## config.mk

```make
export PLATFORM = sky130hd
export DESIGN_NAME = mem_io_unit
export DESIGN_NICKNAME = d
export VERILOG_FILES = /design/src/rtl/memio_pkg.sv /design/src/rtl/mem_io_unit_lane_formatter.sv /design/src/rtl/mem_io_unit.sv
export SDC_FILE = /design/constraint.sdc
export NUM_CORES = 1
export LEC_CHECK = 0
export ABC_CLOCK_PERIOD_IN_PS = 1800
export CAP_MARGIN = 20
export CORE_AREA = 2 2 102 104
export DETAILED_ROUTE_END_ITERATION = 8
export DIE_AREA = 0 0 104 106
export GPL_TIMING_DRIVEN = 0
export HOLD_SLACK_MARGIN = 0.06
export PLACE_DENSITY_LB_ADDON = 0.08
export SETUP_SLACK_MARGIN = 0.4
export SYNTH_ARGS = -nofsm -noshare
export SYNTH_HDL_FRONTEND = slang
export SYNTH_SLANG_ARGS = --single-unit
```

## constraint.sdc

```tcl
create_clock -name clock -period 1.8 [get_ports clock]
set_input_delay 0.36 -clock clock [delete_from_list [all_inputs] [get_ports clock]]
set_output_delay 0.36 -clock clock [all_outputs]
set_load 0.01 [all_outputs]
```

## src/rtl/memio_pkg.sv

```systemverilog
// Shared definitions for the data-side memory/I-O access unit:
// FSM state type, load/store opcode constants and the default I/O window base.
package memio_pkg;

    typedef enum logic [1:0] {
        S_IDLE,
        S_RAM_RD,
        S_IO_WAIT,
        S_DONE
    } state_t;

    localparam logic [5:0] OP_LB  = 6'h20;
    localparam logic [5:0] OP_LH  = 6'h21;
    localparam logic [5:0] OP_LW  = 6'h23;
    localparam logic [5:0] OP_LBU = 6'h24;
    localparam logic [5:0] OP_LHU = 6'h25;
    localparam logic [5:0] OP_SB  = 6'h28;
    localparam logic [5:0] OP_SH  = 6'h29;
    localparam logic [5:0] OP_SW  = 6'h2B;

    localparam logic [31:0] IO_BASE_DEFAULT = 32'hFFFFFC00;
    localparam logic [31:0] IO_TIMEOUT_DATA = 32'hDEADBEEF;

endpackage

```

## src/rtl/mem_io_unit_lane_formatter.sv

```systemverilog
// Combinational lane formatter: aligns/extends load data and replicates store
// data with byte enables. Sub-word handling exists only when MEMIO_SUBWORD_EN
// is defined; otherwise every access is a full word with all byte lanes enabled.
module lane_formatter
    import memio_pkg::*;
(
    input  logic [5:0]  opcode,
    input  logic [1:0]  byte_off,
    input  logic [31:0] load_word,
    input  logic [31:0] store_word,
    output logic [31:0] load_val,
    output logic [31:0] store_val,
    output logic [3:0]  byte_en,
    output logic        misaligned
);

`ifdef MEMIO_SUBWORD_EN
    logic [7:0]  byte_lane;
    logic [15:0] half_lane;

    // Select the addressed lane and build the extended load / replicated store
    always_comb begin
        byte_lane  = 8'(load_word >> {byte_off, 3'b000});
        half_lane  = 16'(load_word >> {byte_off[1], 4'b0000});
        load_val   = load_word;
        store_val  = store_word;
        byte_en    = 4'hF;
        misaligned = 1'b0;
        case (opcode)
            OP_LB:  load_val = {{24{byte_lane[7]}}, byte_lane};
            OP_LBU: load_val = {24'h000000, byte_lane};
            OP_LH: begin
                misaligned = byte_off[0];
                load_val   = {{16{half_lane[15]}}, half_lane};
            end
            OP_LHU: begin
                misaligned = byte_off[0];
                load_val   = {16'h0000, half_lane};
            end
            OP_SB: begin
                store_val = {4{store_word[7:0]}};
                byte_en   = 4'b0001 << byte_off;
            end
            OP_SH: begin
                misaligned = byte_off[0];
                store_val  = {2{store_word[15:0]}};
                byte_en    = byte_off[0] ? 4'b0000 : (4'b0011 << byte_off);
            end
            default: ;
        endcase
    end
`else
    logic unused_fmt;

    assign load_val   = load_word;
    assign store_val  = store_word;
    assign byte_en    = 4'hF;
    assign misaligned = 1'b0;
    assign unused_fmt = ^{opcode, byte_off};
`endif

endmodule

```

## src/rtl/mem_io_unit.sv

```systemverilog
// Data-side access unit: decodes the ALU result as a byte address and routes
// loads/stores to the synchronous data RAM or to the I/O bus, stalling the core
// during multi-cycle accesses. Optional sub-word accesses: MEMIO_SUBWORD_EN.
module mem_io_unit
    import memio_pkg::*;
#(
    parameter int          RAM_AW  = 14,
    parameter logic [31:0] IO_BASE = IO_BASE_DEFAULT,
    parameter logic [7:0]  IO_TMO  = 8'd255
) (
    input  logic              clock,
    input  logic              reset,
    input  logic              mem_read,
    input  logic              mem_write,
    input  logic [5:0]        opcode,
    input  logic [31:0]       addr,
    input  logic [31:0]       store_data,
    output logic [31:0]       mem_data,
    output logic              stall,
    output logic              bus_err,
    output logic [RAM_AW-1:0] ram_addr,
    output logic [31:0]       ram_wdata,
    output logic [3:0]        ram_we,
    input  logic [31:0]       ram_rdata,
    output logic              io_req,
    output logic              io_we,
    output logic [9:0]        io_addr,
    output logic [31:0]       io_wdata,
    input  logic [31:0]       io_rdata,
    input  logic              io_ack
);

    state_t      state_q, state_d;
    logic [31:0] mem_data_q, mem_data_d;
    logic        bus_err_q, bus_err_d;
    logic        io_req_q, io_req_d;
    logic        io_we_q, io_we_d;
    logic [7:0]  timer_q, timer_d;

    logic        is_io;
    logic [31:0] load_val;
    logic [31:0] store_val;
    logic [3:0]  byte_en;
    logic        misaligned;

    lane_formatter u_fmt (
        .opcode     (opcode),
        .byte_off   (addr[1:0]),
        .load_word  (ram_rdata),
        .store_word (store_data),
        .load_val   (load_val),
        .store_val  (store_val),
        .byte_en    (byte_en),
        .misaligned (misaligned)
    );

    assign is_io     = (addr[31:10] == IO_BASE[31:10]);
    assign ram_addr  = addr[RAM_AW+1:2];
    assign ram_wdata = store_val;
    assign io_addr   = addr[9:0];
    assign io_wdata  = store_val;
    assign mem_data  = mem_data_q;
    assign bus_err   = bus_err_q;
    assign io_req    = io_req_q;
    assign io_we     = io_we_q;

    // State register
    always_ff @(posedge clock) begin
        if (!reset) state_q <= S_IDLE;
        else        state_q <= state_d;
    end

    // Next-state logic; a read with a simultaneous write is handled as a read
    always_comb begin
        state_d = state_q;
        case (state_q)
            S_IDLE: begin
                if (mem_read)
                    state_d = is_io ? S_IO_WAIT : S_RAM_RD;
                else if (mem_write && is_io && !misaligned)
                    state_d = S_IO_WAIT;
            end
            S_RAM_RD:  state_d = S_DONE;
            S_IO_WAIT: if (io_ack || (timer_q == IO_TMO)) state_d = S_DONE;
            S_DONE:    state_d = S_IDLE;
            default:   state_d = S_IDLE;
        endcase
    end

    // Outputs and next values of the datapath registers
    always_comb begin
        stall      = 1'b0;
        ram_we     = '0;
        mem_data_d = mem_data_q;
        bus_err_d  = bus_err_q;
        io_req_d   = io_req_q;
        io_we_d    = io_we_q;
        timer_d    = timer_q;
        case (state_q)
            S_IDLE: begin
                timer_d = '0;
                if (mem_read) begin
                    stall = 1'b1;
                    if (mem_write || misaligned) bus_err_d = 1'b1;
                    if (is_io) begin
                        io_req_d = 1'b1;
                        io_we_d  = 1'b0;
                    end
                end else if (mem_write) begin
                    if (misaligned) begin
                        bus_err_d = 1'b1;
                    end else if (is_io) begin
                        stall    = 1'b1;
                        io_req_d = 1'b1;
                        io_we_d  = 1'b1;
                    end else begin
                        ram_we = byte_en;
                    end
                end
            end
            S_RAM_RD: begin
                stall      = 1'b1;
                mem_data_d = load_val;
            end
            S_IO_WAIT: begin
                stall   = 1'b1;
                timer_d = timer_q + 8'd1;
                if (io_ack) begin
                    if (!io_we_q) mem_data_d = io_rdata;
                    io_req_d = 1'b0;
                end else if (timer_q == IO_TMO) begin
                    if (!io_we_q) mem_data_d = IO_TIMEOUT_DATA;
                    bus_err_d = 1'b1;
                    io_req_d  = 1'b0;
                end
            end
            default: ;
        endcase
    end

    // Datapath registers with synchronous active-low reset
    always_ff @(posedge clock) begin
        if (!reset) begin
            mem_data_q <= '0;
            bus_err_q  <= 1'b0;
            io_req_q   <= 1'b0;
            io_we_q    <= 1'b0;
            timer_q    <= '0;
        end else begin
            mem_data_q <= mem_data_d;
            bus_err_q  <= bus_err_d;
            io_req_q   <= io_req_d;
            io_we_q    <= io_we_d;
            timer_q    <= timer_d;
        end
    end

endmodule

```

==> results of run 1 <==
[Yosys cell counts, types with 5 or more instances]
cell type and n:
sky130_fd_sc_hd__buf_4 91, sky130_fd_sc_hd__o221ai_2 12, sky130_fd_sc_hd__o21ai_0 7, sky130_fd_sc_hd__buf_2 6, sky130_fd_sc_hd__clkbuf_1 9, sky130_fd_sc_hd__nor2_1 17, sky130_fd_sc_hd__dfxtp_1 45, sky130_fd_sc_hd__a21oi_1 35
sky130_fd_sc_hd__nor3_1 9, sky130_fd_sc_hd__o221ai_1 12, sky130_fd_sc_hd__nand2_1 32, sky130_fd_sc_hd__a221oi_1 8, sky130_fd_sc_hd__nand3_1 5, sky130_fd_sc_hd__nand4_1 6
[critical path: cells and delay by family, from the launching register on]
family / cells / cell delay [ps]
fa+ha+maj: 1 / 150
buf+inv: 4 / 370
flops: 1 / 370
simple gates: 2 / 280
[area by class of cell]
cell class | count | area (sq um) | area share, %
plain buffers | 111 | 918.4 | 14.93
clock buffers | 7 | 86.33 | 1.403
inverters | 4 | 23.77 | 0.3864
multi-input cells | 178 | 1543 | 25.08
flip-flops and latches | 45 | 909.6 | 14.79
well taps | 136 | 170.2 | 2.766
repair buffers | 251 | 2501 | 40.65
[flip-flops by register name, indices dropped and copies added, names as in the netlist]
signal,cells
bus_err,1
io_req,1
io_we,1
mem_data,32
state_q,2
timer_q,8
[logic make-up (layout without fill, tap and decap cells)]
logic type	Yosys count	after routing	share of synthesized area [%]
AOI/OAI and AO/OA	86	86	23.07
adders and majority gates	4	4	1.751
buffers and inverters	115	373	28.68
DFF	45	45	31.52
muxes	1	1	0.3503
and+or+nand+nor	87	87	14.62
[final timing paths]
path | start | cells after the start | to
setup / recovery | state_q[1] | 7 | ram_we[2]
hold / removal | reset | 2 | timer_q[6]
setup reg to reg | state_q[1] | 10 | mem_data[5]
hold reg to reg | mem_data[0] | 2 | mem_data[0]
[metrics by stage]
stage	cells	hold WS, ps	utilization [%]	TNS (ps)	worst slack (ps)
floorplan	338	456.6	-	0	283.5
global placement	692	440.1	54.19	-10080	-787.8
detailed placement	692	448.7	54.19	-10110	-800.4
CTS	720	455.4	57.80	-302.0	-37.09
global route	732	433.9	61.52	-1509	-88.65
finish	732	439.2	61.52	-135.0	-45.90
[metal layers]
metal	vias to the layer above	GRT usage, %
li1	1636	-
met1	1557	19.72
met2	117	35.06
met3	11	5.334
met4	0	4.151
met5	-	0
[timing repair]
item                                    4_1_cts  5_1_grt
buffers inserted                             18       10
endpoints found under the setup margin       91       51
pin swaps                                    20       30
resized for setup                           151       75
cloned                                        3        2
[power by group through the flow]
stage | logic, mW | registers, mW | clock network [mW]
2_1_floorplan | 1.88 | 1.63 | 0
3_3_place_gp | 3.47 | 1.49 | 0
3_5_place_dp | 3.49 | 1.51 | 0
4_1_cts | 4.05 | 1.46 | 0.666
5_1_grt | 5.06 | 1.54 | 0.701
6_report | 4.73 | 1.49 | 0.647
==> impl_metrics.yaml, run 1 <==
power_and_ir_drop:
  power_switching_mw: 2.599
  p_per_area_nw_per_um2: 1117
  clockPowerShare_pct: 9.4
  p_leak_nw: 2.589
  worst_ir_drop_vdd_uv: 720.1
  cell_int_power_mw: 4.274
  power_switching_share_pct: 37.81
  share_seq_of_total_power_pct: 21.7
  totalPowerFinal_mw: 6.873
  part_of_the_power_in_combinational_logic_pct: 68.8
detailed_routing:
  top_layer_used: "met4"
  via_count: 3321
  route.detailed.drc: 0
  detailroute.wirelength.met3_um: 713
  drt_pass1_iterations: 4
  post_drt_via_cell_ratio: 4.537
  wl_per_cell_um: 14.86
  dr_wl_met2_mm: 5.984
  final_antenna_net_count: 0
  drt_first_iter_violations: 116
  route.layer.met1.wl_mm: 4.041
  routed_wirelength_mm: 10.87
placement:
  numPortBuffers: 218
  finalWeightedCongestion: 0.7633
  post-dp-hpwl_mm: 8.110
  placed_cell_area_sq_um: 5419
layout:
  area_growth_pct: 115.3
  final_antenna_diode_count: 0
  filler_cells_inserted: 890
  mostFrequentLayoutCell: "sky130_fd_sc_hd__clkdlybuf4s50_1"
  mostFrequentLayoutCells: "sky130_fd_sc_hd__clkdlybuf4s50_1 (147), sky130_fd_sc_hd__buf_4 (101), sky130_fd_sc_hd__dlygate4sd2_1 (51)"
  design.final.nets: 739
  final_cell_area_sq_um: 6152
  post_route_cells_drive_above_1_share_pct: 41.78
critical_path:
  timing.critical_path.to_type: "primary output"
  timing.critical_path.cells: "inv_2 -> ha_4 -> buf_8 -> nor2b_4 -> and3_4 -> buf_6 -> buf_6"
  start_kind: "register"
  timing.reg2reg.setup_slack_ps: 0
  path_common_cell: "sky130_fd_sc_hd__buf_6"
  critical-path-max-stage-delay_ps: 370
  worst-path-max-fanout: 4
  worst-endpoint-arrival_ps: 1490
  critical-path-slowest-cell: "sky130_fd_sc_hd__dfxtp_4"
  worstPathRequired_ps: 1440
  worst_path_class_setup: "reg2out"
yosys:
  syn-num-nets: 481
  yosysSeqAreaShare_pct: 31.52
  postSynthCellCount: 338
  synth.yosys.warnings: 0
  synth_largest_type_area_fraction_pct: 31.52
  post_synth.cell_area_avg_sq_um: 8.455
  synth_cell_type_count: 40
  synth.ff_latch_count: 45
  synth-edff-count: 0
  synth_async_sr_flop_share_pct: 0
  post-synth-top-area-cell: "sky130_fd_sc_hd__dfxtp_1"
  synth_top_cells_by_area: "sky130_fd_sc_hd__dfxtp_1 (32%), sky130_fd_sc_hd__buf_4 (24%), sky130_fd_sc_hd__o221ai_2 (6.3%)"
  synth_flop_cell: "sky130_fd_sc_hd__dfxtp_1"
  synthesis.area_sq_um: 2858
timing:
  timing_hold_violations_final: 0
  finalCriticalPeriod_ps: 1846
  rsz_0062_raised_after_global_routing: "yes"
  max_clock_freq_ghz: 0.5417
  clock-skew-final_ps: 3.943
  max_slew_margin_pct: 60.88
  endpoints_failing_setup: 3
  setup_slack_ps: -45.90
  post-route-period-util_pct: 102.5
  finalMaxSlewViolations: 0
  worst_pin_slew_ps: 586.8
clock_network:
  clock_tree.root_cell: "sky130_fd_sc_hd__clkbuf_8"
  clock-sinks: 45
  clk_transition_reported_paths_ps: 80
  cts-htree-levels: 2
  cts_inserted_buffers: 5
  clock_tree_from_tritoncts: "yes"
  worst_skew_pair.late_latency_ps: 300
  cts-hold-fix-buffers: 0
  max-clock-path-buffers: 2
job:
  maxcap_viol_count: 0
status:
  outcome: "finished with violations"
  failed_checks: "negative setup slack"
global_route:
  grt_usage_pct: 18.27
  grt_start_max_net_pins: 13
  via_count_of_the_first_global_routing_pass: 3338
  wire_length_of_the_first_global_routing_pass_mm: 16.24
  grt-ovfl-total: 0
  grt_antenna_before_repair: 0
worst_hold_path:
  hp-class: "in2reg"
die:
  design.core.area_sq_um: 10000
  number_of_top_level_pins: 267
  start_util_pct: 28.58
  fp.dieH_um: 106
  floorplan.die_area_sq_um: 11020
  std_cell_rows: 37
  die_width_um: 104
Power figures use the tool's default switching activity.
==> inputs of run 2 (changes only) <==
CORE_AREA = unset   (was 2 2 102 104)
CORE_ASPECT_RATIO = 0.6   (was unset)
CORE_MARGIN = 2   (was unset)
CORE_UTILIZATION = 31   (was unset)
DIE_AREA = unset   (was 0 0 104 106)
==> impl_metrics.yaml, run 2 (synthesized netlist as in run 1, its figures left out) <==
power_and_ir_drop:
  worst_ir_drop_vdd_uv: 769.6
  p_per_area_nw_per_um2: 1159
  p_leak_nw: 2.662
timing:
  timing_hold_violations_final: 0
  final.setup.tns_ps: -98.39
  finalMaxSlewViolations: 0
  clock-skew-final_ps: 8.601
  max_slew_margin_pct: 59.88
  post-route-period-util_pct: 101.8
  worst_pin_slew_ps: 601.8
  finalCriticalPeriod_ps: 1833
  endpoints_failing_setup: 3
  setup_slack_ps: -33.13
  whs_ps: 441.5
  max_clock_freq_ghz: 0.5455
  rsz_0062_raised_after_global_routing: "yes"
critical_path:
  worst-path-max-fanout: 4
  worst-endpoint-arrival_ps: 1470
  worstPathRequired_ps: 1440
  rr_worst_depth: 11
  timing.critical_path.cells: "inv_4 -> ha_4 -> buf_8 -> nor2b_4 -> and3_4 -> buf_6 -> buf_6"
  worst_path_class_setup: "reg2out"
  critPathTopFamily: "flip-flops"
  critical-path-max-stage-delay_ps: 370
  path_common_cell: "sky130_fd_sc_hd__buf_6"
  timing.critical_path.to_type: "primary output"
  start_kind: "register"
  timing.reg2reg.setup_slack_ps: 50
  cp_num_buf_inv: 4
  critical-path-slowest-cell: "sky130_fd_sc_hd__dfxtp_4"
  critical_path.reg2reg.endpoint: "mem_data[4]"
  reg2reg_from: "state_q[0]"
global_route:
  grt-ovfl-total: 0
  grt_start_max_net_pins: 16
  via_count_of_the_first_global_routing_pass: 3219
  grt_usage_pct: 19.96
  grt_antenna_before_repair: 0
  wire_length_of_the_first_global_routing_pass_mm: 15.86
worst_hold_path:
  hold_depth: 2
  worstHoldEndpoint: "timer_q[6]"
  hp-class: "in2reg"
  min-delay-start: "reset"
clock_network:
  worst_skew_pair.late_latency_ps: 300
  cts_inserted_buffers: 5
  clk_transition_reported_paths_ps: 70
  max-clock-path-buffers: 2
  cts-htree-levels: 2
  clock-sinks: 45
  clock_tree_from_tritoncts: "yes"
  cts-hold-fix-buffers: 0
  clock_tree.root_cell: "sky130_fd_sc_hd__clkbuf_16"
layout:
  flip_flop_count_of_the_largest_register_after_layout: 32
  mostFrequentLayoutCell: "sky130_fd_sc_hd__clkdlybuf4s50_1"
  filler_cells_inserted: 710
  post_route_cells_drive_above_1_share_pct: 42.22
  design.final.nets: 746
  multiInputGateArea_sq_um: 1523
  mostFrequentLayoutCells: "sky130_fd_sc_hd__clkdlybuf4s50_1 (146), sky130_fd_sc_hd__buf_4 (105), sky130_fd_sc_hd__dlygate4sd2_1 (51)"
  final_core_utilization_pct: 69.21
  final_cell_area_sq_um: 6266
  area_growth_pct: 119.3
  final_antenna_diode_count: 0
  area_occupied_by_registers_sq_um: 912.1
detailed_routing:
  drt_first_iter_violations: 103
  post_drt_via_cell_ratio: 4.703
  drt_pass1_iterations: 5
  route.detailed.drc: 0
  routed_wirelength_mm: 11.06
  wl_per_cell_um: 15.36
  via_count: 3386
  final_antenna_net_count: 0
die:
  die_width_um: 128.0
  fp.dieH_um: 78.37
  start_util_pct: 31.56
  floorplan.die_area_sq_um: 10030
  std_cell_rows: 27
  number_of_top_level_pins: 267
  design.core.area_sq_um: 9054
status:
  outcome: "finished with violations"
  failed_checks: "negative setup slack"
placement:
  numPortBuffers: 218
  post-dp-hpwl_mm: 7.877
  placed_cell_area_sq_um: 5394
  finalWeightedCongestion: 0.8243
job:
  maxcap_viol_count: 0
## run 2: cell count changes in the layout (fill, tap and decap cells not counted), moves of 5 or more
| cell | previous run | this run |
|---|---|---|
| sky130_fd_sc_hd__nor2_4 | 7 | 2 |
| sky130_fd_sc_hd__nor3_2 | 5 | 0 |
| sky130_fd_sc_hd__nor3_1 | 4 | 9 |
| sky130_fd_sc_hd__nor2_1 | 7 | 13 |
| sky130_fd_sc_hd__clkbuf_16 | 3 | 10 |
## run 2: stage by stage
step / cells / setup WS, ps / total power [mW]
floorplan: 338 / 283.5 / 3.515
global placement: 672 / -766.0 / 4.931
detailed placement: 672 / -813.8 / 4.987
CTS: 709 / -19.55 / 6.734
global route: 720 / -83.01 / 7.662
finish: 720 / -33.13 / 7.261
## run 2: where the power goes
group          total (mW)  switching (mW)  internal (mW)  leakage [nW]
logic                4.84            2.11           2.73          2.22
clock network       0.939           0.421          0.517        0.0702
registers            1.48           0.161           1.32         0.371
total                7.26            2.69           4.57          2.66
## run 2: timing repair
action | in CTS | in global routing
pin swaps | 23 | 22
cloned | 4 | 3
endpoints found under the hold margin | 0 | 0
resized for setup | 180 | 45
buffers inserted | 25 | 8
endpoints found under the setup margin | 90 | 49
## run 2: final cells by class
class                   count  share of cell area [%]
repair buffers            258                   41.15
inverters                   4                  0.4193
clock buffers               5                   1.997
well taps                 116                   2.316
plain buffers             111                   14.92
clock inverters             3                  0.3395
flip-flops and latches     45                   14.56
multi-input cells         178                   24.30
## run 2: layer usage
| metal | share of wire [%] | routed length [um] | global-route usage, % |
|---|---|---|---|
| met5 | 0 | 0 | 0 |
| met4 | 0.42 | 47 | 3.297 |
| met3 | 7.6 | 842 | 6.067 |
| met2 | 50 | 5489 | 35.08 |
| met1 | 42 | 4679 | 24.52 |
## run 2: worst max-delay path by stage
stage / startpoint / end / slack (ps) / cells past startpoint
floorplan: addr[18] / ram_we[1] / 280 / 5
global placement: addr[15] / ram_we[3] / -770 / 7
detailed placement: addr[15] / stall / -810 / 6
CTS: state_q[1] / ram_we[1] / -20 / 7
global route: addr[30] / state_q[0] / -80 / 12
finish: state_q[1] / ram_we[3] / -30 / 7
==> inputs of run 3 (changes only) <==
GPL_TIMING_DRIVEN = unset   (was 0)
REMOVE_ABC_BUFFERS = 1   (was unset)
==> impl_metrics.yaml, run 3 (synthesized netlist as in run 1, its figures left out) <==
layout:
  mostFrequentLayoutCells: "sky130_fd_sc_hd__clkdlybuf4s50_1 (68), sky130_fd_sc_hd__dfxtp_1 (42), sky130_fd_sc_hd__dlygate4sd2_1 (39)"
  final_antenna_diode_count: 0
  design.final.nets: 570
  mostFrequentLayoutCell: "sky130_fd_sc_hd__clkdlybuf4s50_1"
  flip_flop_count_of_the_largest_register_after_layout: 32
  post_route_cells_drive_above_1_share_pct: 39.95
  area_growth_pct: 65.76
worst_hold_path:
  worstHoldEndpoint: "mem_data[23]"
  hold_depth: 2
  hp-class: "reg2reg"
  min-delay-start: "mem_data[23]"
global_route:
  grt_usage_pct: 26.05
  via_count_of_the_first_global_routing_pass: 2726
  wire_length_of_the_first_global_routing_pass_mm: 18.66
  grt_antenna_before_repair: 0
  grt_start_max_net_pins: 27
  grt-ovfl-total: 0
die:
  number_of_top_level_pins: 267
  start_util_pct: 31.56
  floorplan.die_area_sq_um: 10030
  fp.dieH_um: 78.37
  design.core.area_sq_um: 9054
  std_cell_rows: 27
  die_width_um: 128.0
clock_network:
  clock_tree_from_tritoncts: "yes"
  cts-htree-levels: 2
  clk_transition_reported_paths_ps: 60
  clock_tree.root_cell: "sky130_fd_sc_hd__clkbuf_16"
  clock-sinks: 45
  max-clock-path-buffers: 2
  worst_skew_pair.late_latency_ps: 290
  cts_inserted_buffers: 5
  cts-hold-fix-buffers: 0
placement:
  post-dp-hpwl_mm: 10.18
  finalWeightedCongestion: 0.9649
  dp_worst_setup_slack_ps: -872.9
  numPortBuffers: 136
power_and_ir_drop:
  p_per_area_nw_per_um2: 1425
  worst_ir_drop_vdd_uv: 721.4
  p_leak_nw: 1.875
  totalPowerFinal_mw: 6.751
critical_path:
  reg2reg_from: "state_q[0]"
  worst-path-max-fanout: 3
  worst_path_class_setup: "in2out"
  worstPathRequired_ps: 1440
  cp_num_buf_inv: 3
  rr_worst_depth: 10
  timing.critical_path.cells: "buf_6 -> nand4_1 -> nor4_2 -> buf_4 -> nand3_2 -> a211oi_2 -> buf_2"
  critical-path-slowest-cell: "sky130_fd_sc_hd__nor4_2"
  timing.critical_path.to_type: "primary output"
  start_kind: "input pin"
  critPathTopFamily: "simple AND/OR/NAND/NOR gates"
  timing.reg2reg.setup_slack_ps: 70
  critical-path-max-stage-delay_ps: 280
  critical_path.reg2reg.endpoint: "mem_data[5]"
  worst-endpoint-arrival_ps: 1390
timing:
  finalCriticalPeriod_ps: 1749
  endpoints_failing_setup: 0
  clock-skew-final_ps: 4.405
  finalMaxSlewViolations: 0
  worst_pin_slew_ps: 334.6
  setup_slack_ps: 50.93
  final.setup.tns_ps: 0
  post-route-period-util_pct: 97.17
  max_slew_margin_pct: 77.70
  rsz_0062_raised_after_global_routing: "yes"
  max_clock_freq_ghz: 0.5717
  timing_hold_violations_final: 0
detailed_routing:
  drt_pass1_iterations: 4
  routed_wirelength_mm: 13.47
  drt_first_iter_violations: 98
  wl_per_cell_um: 24.77
  final_antenna_net_count: 0
  route.detailed.drc: 0
  post_drt_via_cell_ratio: 5.224
  via_count: 2842
status:
  outcome: "finished, final reports clean"
job:
  maxcap_viol_count: 0
## run 3: cell types whose count changed in the layout (fill, tap and decap cells not counted), sizes merged
cell	delta
clkbuf	-7
clkinv	-1
buf	-80
bufbuf	+1
clkdlybuf4s15	+3
inv	-1
clkinvlp	-1
dlygate4sd2	-12
clkdlybuf4s50	-78
## run 3: per-stage QoR
step	cells	hold WS, ps	area, sq um	util [%]
3_5_place_dp	509	443.3	3862	42.66
5_1_grt	544	475.4	4737	52.32
3_3_place_gp	509	437.4	3862	42.66
4_1_cts	539	452.4	4526	49.99
6_report	544	450.5	4737	52.32
2_1_floorplan	227	456.6	2053	-
## run 3: power by group
| group | leakage [nW] | internal [mW] | switching, mW |
|---|---|---|---|
| Clock | 0.0652 | 0.517 | 0.379 |
| Sequential | 0.370 | 1.32 | 0.178 |
| Combinational | 1.44 | 2.35 | 2.01 |
## run 3: final cells by class
class	count	area, sq um
fill	868	4317
inverter	4	22.52
multi-input combinational	178	1564
sequential	45	904.6
timing repair buffer	193	1964
tap	116	145.1
clock buffer	8	136.4
## run 3: per-layer routing
layer | part of all wire (%) | global-route usage [%]
met4 | 0.68 | 3.736
met5 | 1.2 | 15.51
met2 | 37 | 32.62
met1 | 41 | 30.94
met3 | 20 | 24.81
## run 3: worst max-delay path by stage
stage                          start            to  slack [ps]  depth (start not counted)
after floorplan           state_q[0]  mem_data[10]        -910                          5
after global placement      addr[31]         stall        -860                          7
after detailed placement    addr[31]         stall        -870                          7
after CTS                   addr[15]         stall          70                          7
after global routing      state_q[0]   mem_data[3]          -7                         10
final                       addr[15]         stall          50                          7
## run 3: worst min-delay path: stages, from the launching register on
cell and delay (ps):
sky130_fd_sc_hd__dfxtp_1 300, sky130_fd_sc_hd__nand2_1 50, sky130_fd_sc_hd__a21oi_1 50
## run 3: repair_timing
item                                    in CTS  in global routing
endpoints found under the setup margin      90                 51
pin swaps                                   57                 15
resized for setup                          206                 49
setup buffers                               17                  5
gates cloned                                 5                  0
